## config.mk

```make
export PLATFORM = sky130hd
export DESIGN_NAME = eco_miter_sweep
export DESIGN_NICKNAME = d
export VERILOG_FILES = /design/src/rtl/eco_pkg.sv /design/src/rtl/eco_golden.sv /design/src/rtl/eco_miter_sweep.sv
export SDC_FILE = /design/constraint.sdc
export NUM_CORES = 1
export LEC_CHECK = 0
export CAP_MARGIN = 20
export CORE_MARGIN = 3
export CORE_UTILIZATION = 28
export DETAILED_ROUTE_END_ITERATION = 10
export GPL_TIMING_DRIVEN = 0
export SYNTH_ARGS = -nofsm -noshare
export SYNTH_HDL_FRONTEND = slang
export SYNTH_HIERARCHICAL = 1
export SYNTH_SLANG_ARGS = --single-unit
export TNS_END_PERCENT = 1
```

## constraint.sdc

```tcl
create_clock -name clk -period 2.3 [get_ports clk]
set_clock_uncertainty 0.15 [all_clocks]
set_input_delay 0.46 -clock clk [delete_from_list [all_inputs] [get_ports clk]]
set_output_delay 0.46 -clock clk [all_outputs]
set_load 0.01 [all_outputs]
```

## src/rtl/eco_pkg.sv

```systemverilog
// Shared types and sizing for the ECO miter sweep: FSM state encoding and
// vector/counter widths.
package eco_pkg;

  localparam int NUM_VEC = 8;
  localparam int VEC_W   = 3;
  localparam int CNT_W   = 4;

  typedef enum logic [1:0] {
    IDLE  = 2'd0,
    DRIVE = 2'd1,
    CHECK = 2'd2,
    DONE  = 2'd3
  } state_e;

endpackage

```

## src/rtl/eco_golden.sv

```systemverilog
// Golden reference for the ECO miter: pure combinational model of the
// intended y1/y2 functions of inputs a, b, c.
module eco_golden (
  input  logic a,
  input  logic b,
  input  logic c,
  output logic y1,
  output logic y2
);

  assign y1 = (a & b) & (a ^ c);
  assign y2 = (a & b) | (a ^ c) | ~(b | c);

endmodule

```

## src/rtl/eco_miter_sweep.sv

```systemverilog
// Exhaustive 3-input sweep comparing an implementation against eco_golden.
// Optional macro ECO_STOP_ON_FAIL_EN ends the sweep at the first mismatch.
module eco_miter_sweep
  import eco_pkg::*;
#(
  parameter int SETTLE = 1
) (
  input  logic             clk,
  input  logic             rst_n,
  input  logic             start,
  output logic             a,
  output logic             b,
  output logic             c,
  input  logic             impl_y1,
  input  logic             impl_y2,
  output logic             busy,
  output logic             done,
  output logic             pass,
  output logic [CNT_W-1:0] fail_cnt,
  output logic [VEC_W-1:0] first_fail_vec,
  output logic             first_fail_valid
);

  localparam logic [CNT_W-1:0] SETTLE_C = CNT_W'(SETTLE);
  localparam logic [VEC_W-1:0] LAST_VEC = VEC_W'(NUM_VEC - 1);
  // With no settle time a new vector is checked in the very cycle it appears.
  localparam state_e VEC_ENTRY = (SETTLE == 0) ? CHECK : DRIVE;

  state_e           state_q, state_d;
  logic [VEC_W-1:0] vec_q, vec_d;
  logic [CNT_W-1:0] wait_q, wait_d;
  logic [CNT_W-1:0] fail_cnt_q, fail_cnt_d;
  logic [VEC_W-1:0] first_vec_q, first_vec_d;
  logic             first_valid_q, first_valid_d;
  logic             pass_q, pass_d;

  logic             gold_y1, gold_y2;
  logic             mismatch;
  logic             last_check;

  eco_golden u_golden (
    .a  (vec_q[2]),
    .b  (vec_q[1]),
    .c  (vec_q[0]),
    .y1 (gold_y1),
    .y2 (gold_y2)
  );

  assign mismatch = ({impl_y1, impl_y2} != {gold_y1, gold_y2});

  always_ff @(posedge clk or negedge rst_n) begin
    if (!rst_n) begin
      state_q       <= IDLE;
      vec_q         <= '0;
      wait_q        <= '0;
      fail_cnt_q    <= '0;
      first_vec_q   <= '0;
      first_valid_q <= 1'b0;
      pass_q        <= 1'b0;
    end else begin
      state_q       <= state_d;
      vec_q         <= vec_d;
      wait_q        <= wait_d;
      fail_cnt_q    <= fail_cnt_d;
      first_vec_q   <= first_vec_d;
      first_valid_q <= first_valid_d;
      pass_q        <= pass_d;
    end
  end

  always_comb begin
    state_d       = state_q;
    vec_d         = vec_q;
    wait_d        = wait_q;
    fail_cnt_d    = fail_cnt_q;
    first_vec_d   = first_vec_q;
    first_valid_d = first_valid_q;
    pass_d        = pass_q;
    last_check    = 1'b0;

    case (state_q)
      IDLE: begin
        if (start) begin
          state_d       = VEC_ENTRY;
          vec_d         = '0;
          wait_d        = SETTLE_C;
          fail_cnt_d    = '0;
          first_vec_d   = '0;
          first_valid_d = 1'b0;
          pass_d        = 1'b0;
        end
      end

      DRIVE: begin
        wait_d = wait_q - 1'b1;
        if (wait_q <= CNT_W'(1)) begin
          state_d = CHECK;
        end
      end

      CHECK: begin
        if (mismatch) begin
          fail_cnt_d = fail_cnt_q + 1'b1;
          if (!first_valid_q) begin
            first_valid_d = 1'b1;
            first_vec_d   = vec_q;
          end
        end
`ifdef ECO_STOP_ON_FAIL_EN
        last_check = (vec_q == LAST_VEC) || mismatch;
`else
        last_check = (vec_q == LAST_VEC);
`endif
        // pass is decided on the way into DONE so it already covers this vector.
        if (last_check) begin
          state_d = DONE;
          pass_d  = (fail_cnt_d == '0);
        end else begin
          state_d = VEC_ENTRY;
          vec_d   = vec_q + 1'b1;
          wait_d  = SETTLE_C;
        end
      end

      DONE: begin
        state_d = IDLE;
      end

      default: begin
        state_d = IDLE;
      end
    endcase
  end

  always_comb begin
    busy = (state_q != IDLE);
    done = (state_q == DONE);
    if ((state_q == DRIVE) || (state_q == CHECK)) begin
      {a, b, c} = vec_q;
    end else begin
      {a, b, c} = '0;
    end
  end

  assign pass             = pass_q;
  assign fail_cnt         = fail_cnt_q;
  assign first_fail_vec   = first_vec_q;
  assign first_fail_valid = first_valid_q;

endmodule

```

# After elaboration in Yosys (flattened, before gate mapping)
# Cells that the tools add are included.
# totals
reg_bits	18
# op_classes
addsub	3
order_cmp	1
eq_ne	11
mux	25
bitwise_logic	7
reduce_logical	13
# ops
operator	n
$mux 4	5
$mux 3	4
$ne 2x2->1 const B	6
$pmux 3 s2	2
$pmux 4 s3	1
$reduce_and 3->1	4
$pmux 2 s4	1
$pmux 4 s2	1
$mux 1	6
$mux 2	3
$add 4x1->4 const B	1
$eq 2x2->1 const B	2
$le 4x1->1 const B	1
$logic_not 4->1	1
$pmux 1 s2	2
$reduce_and 2->1	2
$reduce_and 4->1	1
$reduce_bool 2->1	2
$sub 4x1->4 const B	1
$add 3x1->3 const B	1
$eq 3x3->1 const B	1
$or 1x1->1	3
$reduce_bool 3->1	1
$and 1x1->1	2
other kinds (6)	6

# Logic depth before layout (Yosys ltp)
# Gate-level depths: netlist of run 1.
# logic_depth
ltp_word	9
mapped_depth	8
ltp_nobuf	6

# By module
# The synthesis of run 1 kept the hierarchy.
# modules_own_cells
mod	n_inst	cells_each	area_each_um2	seq_area_each_um2
eco_miter_sweep	1	147	1277.5	450.4
eco_golden	1	5	25.0	0.0

# Worst setup path before layout of run 1
# No wires, ideal clock.
# synth_timing
path_kind	reg2reg
start	reg vec_q[0]
end	reg first_vec_q[2] (netlist: first_fail_vec[2])
setup_time_ns	0.087
arrival_time_ns	1.675
t_required_ns	2.063
path_slack_ns	0.389
path_stages_with_launch	7
period_less_slack_ns	1.911
path_cell_list	dfrtp_1 > and3b_1 > a21oi_1 > xnor2_1 > a21oi_2 > mux2_1 > o211ai_1
# synth_between
elab_chain_cells	6
elab_cells_between_ends	9
# synth_lines
element	line_no	rtl
start, declared	eco_miter_sweep.sv:30	logic [VEC_W-1:0] vec_q, vec_d;
start signal, assigned	eco_miter_sweep.sv:62	vec_q <= vec_d;
$xor 1x1->1 or $or 1x1->1 (tied branches)	eco_golden.sv:12	assign y2 = (a & b) | (a ^ c) | ~(b | c);
$or 1x1->1 or $not 1->1 (tied branches)	eco_golden.sv:12	
$or 1x1->1 *	eco_golden.sv:12	
named net gold_y2	eco_miter_sweep.sv:37	logic gold_y1, gold_y2;
$ne 2x2->1 *	eco_miter_sweep.sv:49	assign mismatch = ({impl_y1, impl_y2} != {gold_y1, gold_y2});
$ne 2x2->1 (no source line) *	-	
$reduce_and 4->1 (no source line) *	-	
end signal, assigned	eco_miter_sweep.sv:65	first_vec_q <= first_vec_d;
end, declared	eco_miter_sweep.sv:33	logic [VEC_W-1:0] first_vec_q, first_vec_d;
# The timed path passes the listed nets; every way through them passes the cells marked *.
# A chain may end at the register's enable or synchronous reset.

# Final worst setup path of run 1
# layout_timing
start	reg state_q[1]
end	out busy
# layout_between
elab_chain_cells	1
# layout_lines
element	line_no	rtl
start, declared	eco_miter_sweep.sv:29	state_e state_q, state_d;
start signal, assigned	eco_miter_sweep.sv:61	state_q <= state_d;
$reduce_bool 2->1	eco_miter_sweep.sv:136	busy = (state_q != IDLE);
end, declared	eco_miter_sweep.sv:16	output logic busy,
# No other way between the ends.

==> results.yml, run 1 <==
clock_tree:
  cts_buffers: 3
  max-clock-path-buffers: 2
  clock_sinks: 18
  clockRootBuffer: "clkbuf_8"
  clkTransAtPathRegs_ps: 80
  clock_latency_ps: 260
  h-tree-depth: 1
  cts_tree: "done"
min_path:
  min_from: "first_fail_vec[1]"
  hold-path-endpoint: "first_fail_vec[1]"
  whs_path_depth: 2
  hold_class: "reg -> reg"
routing:
  drt_wl_total_mm: 3.155
  drc: 0
  wl_per_cell_um: 13.96
  drtPass1Iterations: 5
  first_iter_violations: 73
  via_per_inst: 5.243
  ant_nets: 0
  num_vias: 1185
synthesis:
  syn_avg_cell_area_um2: 8.569
  yosysUniqueCellTypes: 42
  yosysWarnings: 6
  syn_area_um2: 1302
  seq_area_frac_synth_pct: 34.58
  ys_ff_latch: 18
  synth_fp_nets: 167
  synthCells: 152
worst_setup_path:
  arrival_ps: 1510
  crit_chain: "inv_1 > ha_1 > buf_2 > inv_1 > dlygate4sd2_1"
  r2r_end: "first_fail_vec[0]"
  cp-start-kind: "register"
  crit_fanout: 10
  slowest_delay_ps: 400
  reg2regPathDepth: 6
  cp.required_ps: 1690
  crit_type: "reg -> out"
  cpMostUsedCell: "inv_1"
  setup.worst_path.end_class: "primary output"
  rrSetupSlack_ps: 210
  cp_slowest_cell: "dfrtp_1"
  r2r_start: "vec_q[0]"
placement:
  dp_hpwl_mm: 2.215
  placed_area_um2: 1538
  place_inst: 221
  portBuffers: 17
  gp_congestion: 0.7772
  dp_slack_ps: 105.3
sta:
  post-route-min-period_ps: 2119
  relSlewSlack_pct: 40.12
  drv_slew: 0
  timing.final.ws_setup_ps: 181.3
  finalSetupViolations: 0
  fin_crit_sh_pct: 92.12
  finalSetupTns_ps: 0
  tightest_slew_ps: 895.4
  rsz0062_at_grt: "false"
  hold_viol_final: 0
  fmax_mhz: 472.0
pwr:
  power_density_nw_per_um2: 1211
  ir_worst_vdd_uv: 370.9
  p_leak_uw: 0.0007262
global_routing:
  grt_pass1_wl_mm: 5.271
  grt_remaining_overflow: 0
  grt_pass1_vias: 1073
  antenna_found_initial: 0
  grt_use_total_pct: 12.21
  grt_start_max_net_pins: 19
floorplan:
  core_area_um2: 4414
  die_y_um: 74.21
  dieArea_um2: 5506
  die-width_um: 74.21
  io_pins: 19
  row_count: 24
  initial_core_util_pct: 29.51
cells_and_area:
  fill_cells: 465
  drive_above_1_share_pct: 8.621
  final_cells: 226
  design_area_um2: 1604
  num-nets-final: 191
  antenna_cells: 0
  syn_to_final_growth_pct: 23.15
run:
  cap_viol_max_count: 0
status:
  status: "finished clean"
[cells in the mapped netlist]
| cell | n | area share (%) |
|---|---|---|
| a211o_2 | 1 | 0.77 |
| a21bo_2 | 1 | 0.77 |
| a21oi_1 | 8 | 3.1 |
| a21oi_2 | 1 | 0.67 |
| a221o_1 | 1 | 0.77 |
| a22o_1 | 2 | 1.3 |
| a22oi_1 | 1 | 0.58 |
| a31oi_1 | 5 | 2.4 |
| a41oi_1 | 1 | 0.67 |
| and2_1 | 5 | 2.4 |
| and3_1 | 2 | 0.96 |
| and3b_1 | 1 | 0.67 |
| buf_2 | 4 | 1.5 |
| buf_4 | 1 | 0.58 |
| clkbuf_1 | 1 | 0.29 |
| clkinv_1 | 1 | 0.29 |
| dfrtp_1 | 18 | 35 |
| ha_1 | 10 | 9.6 |
| inv_1 | 7 | 2.0 |
| mux2_1 | 2 | 1.7 |
| mux2i_1 | 4 | 3.1 |
| nand2_1 | 17 | 4.9 |
| nand2b_1 | 4 | 1.9 |
| nand3_1 | 6 | 2.3 |
| nand3b_1 | 2 | 1.2 |
| nand4_1 | 1 | 0.48 |
| nor2_1 | 12 | 3.5 |
| nor2b_1 | 2 | 0.96 |
| nor3_1 | 1 | 0.38 |
| nor4_1 | 1 | 0.48 |
| o2111ai_1 | 1 | 0.67 |
| o211ai_1 | 2 | 1.2 |
| o21a_1 | 1 | 0.58 |
| o21ai_0 | 13 | 5.0 |
| o21ai_2 | 1 | 0.67 |
| o221ai_1 | 2 | 1.3 |
| o311ai_0 | 1 | 0.67 |
| o31ai_1 | 2 | 1.2 |
| o41ai_1 | 1 | 0.67 |
| or4_1 | 1 | 0.58 |
| xnor2_1 | 2 | 1.3 |
| xor2_1 | 2 | 1.3 |
[worst max-delay path by stage]
| stage | end | slack, ps | from |
|---|---|---|---|
| after floorplan | first_fail_vec[2] | 390 | vec_q[0] |
| after global placement | first_fail_vec[0] | 110 | impl_y2 |
| after detailed placement | first_fail_vec[0] | 110 | impl_y1 |
| after CTS | b | 10 | state_q[1] |
| after global routing | busy | 60 | state_q[1] |
| final | busy | 180 | state_q[1] |
[flip-flops by register name, indices dropped and copies added (netlist names)]
signal	cells
fail_cnt	4
first_fail_valid	1
first_fail_vec	3
pass	1
state_q	2
vec_q	3
wait_q	4
[logic make-up after synthesis]
kind of cell | synth area share (%)
buf+inv | 4.707
fa+ha+maj | 9.606
compound gates | 22.96
mux | 4.803
xor+xnor | 2.690
flops | 34.58
simple gates | 20.65
[routing by layer]
metal | track usage (%) | share of wire (%) | wire length [um]
met1 | 17.77 | 48 | 1527
met2 | 18.70 | 45 | 1434
met3 | 2.162 | 5.5 | 172
met4 | 3.018 | 0.67 | 21
met5 | 0 | 0 | 0
[worst max-delay path, delay by kind of cell (launching register included)]
| family | cells | cell delay, ps |
|---|---|---|
| fa+ha+maj | 1 | 140 |
| flops | 1 | 400 |
| buf+inv | 4 | 730 |
[final cells by class]
type	instances	area (um2)	area share [%]
Multi-Input combinational cell	120	794.5	49.53
Sequential cell	18	450.4	28.08
Timing Repair Buffer	19	191.4	11.93
Tap cell	52	65.06	4.056
Clock buffer	3	41.29	2.574
Buffer	6	31.28	1.950
Inverter	8	30.03	1.872
[what timing repair did]
| action | in CTS | in global routing |
|---|---|---|
| pin swaps | 0 | 1 |
| setup buffers | 2 | 0 |
| gates resized for setup | 1 | 4 |
| setup endpoints to repair | 4 | 4 |
| hold buffers | 0 | 0 |
[through the flow]
stage / power (uW) / hold WS [ps] / util [%]
finish: 1942 / 372.1 / 36.34
global route: 2143 / 413.4 / 36.34
CTS: 1957 / 379.5 / 36.08
detailed placement: 1700 / 359.2 / 34.84
global placement: 1688 / 358.1 / 34.84
floorplan: 1318 / 14.41 / -
[power by group]
group	internal, uW	switching (uW)
Sequential	431	138
Combinational	510	635
Clock	116	111
Total	1060	884
[layout by cell type (no fill, tap or decap), types with 3 or more instances in the layout]
cell              n
clkbuf_8          3
nand3_1           6
nand2b_1          4
nand2_1          17
clkdlybuf4s50_1  13
o21ai_0          13
inv_1             7
ha_1             10
nor2_1           12
dfrtp_1          18
mux2i_1           4
dlymetal6s2s_1    3
buf_2             4
a31oi_1           5
a21oi_1           7
and2_1            5
buf_4             3
No activity file was read; power rests on OpenSTA's default activity.
==> run 2, diff against run 1 <==
--- a/config.mk
+++ b/config.mk
@@ -5,9 +5,10 @@
 export SDC_FILE = /design/constraint.sdc
 export NUM_CORES = 1
 export LEC_CHECK = 0
-export CAP_MARGIN = 20
+export CAP_MARGIN = 10
 export CORE_MARGIN = 3
 export CORE_UTILIZATION = 28
+export CTS_CLUSTER_DIAMETER = 50
 export DETAILED_ROUTE_END_ITERATION = 10
 export GPL_TIMING_DRIVEN = 0
 export SYNTH_ARGS = -nofsm -noshare
==> results of run 2 <==
Final layout, timing and power as in run 1 (identical DEF).
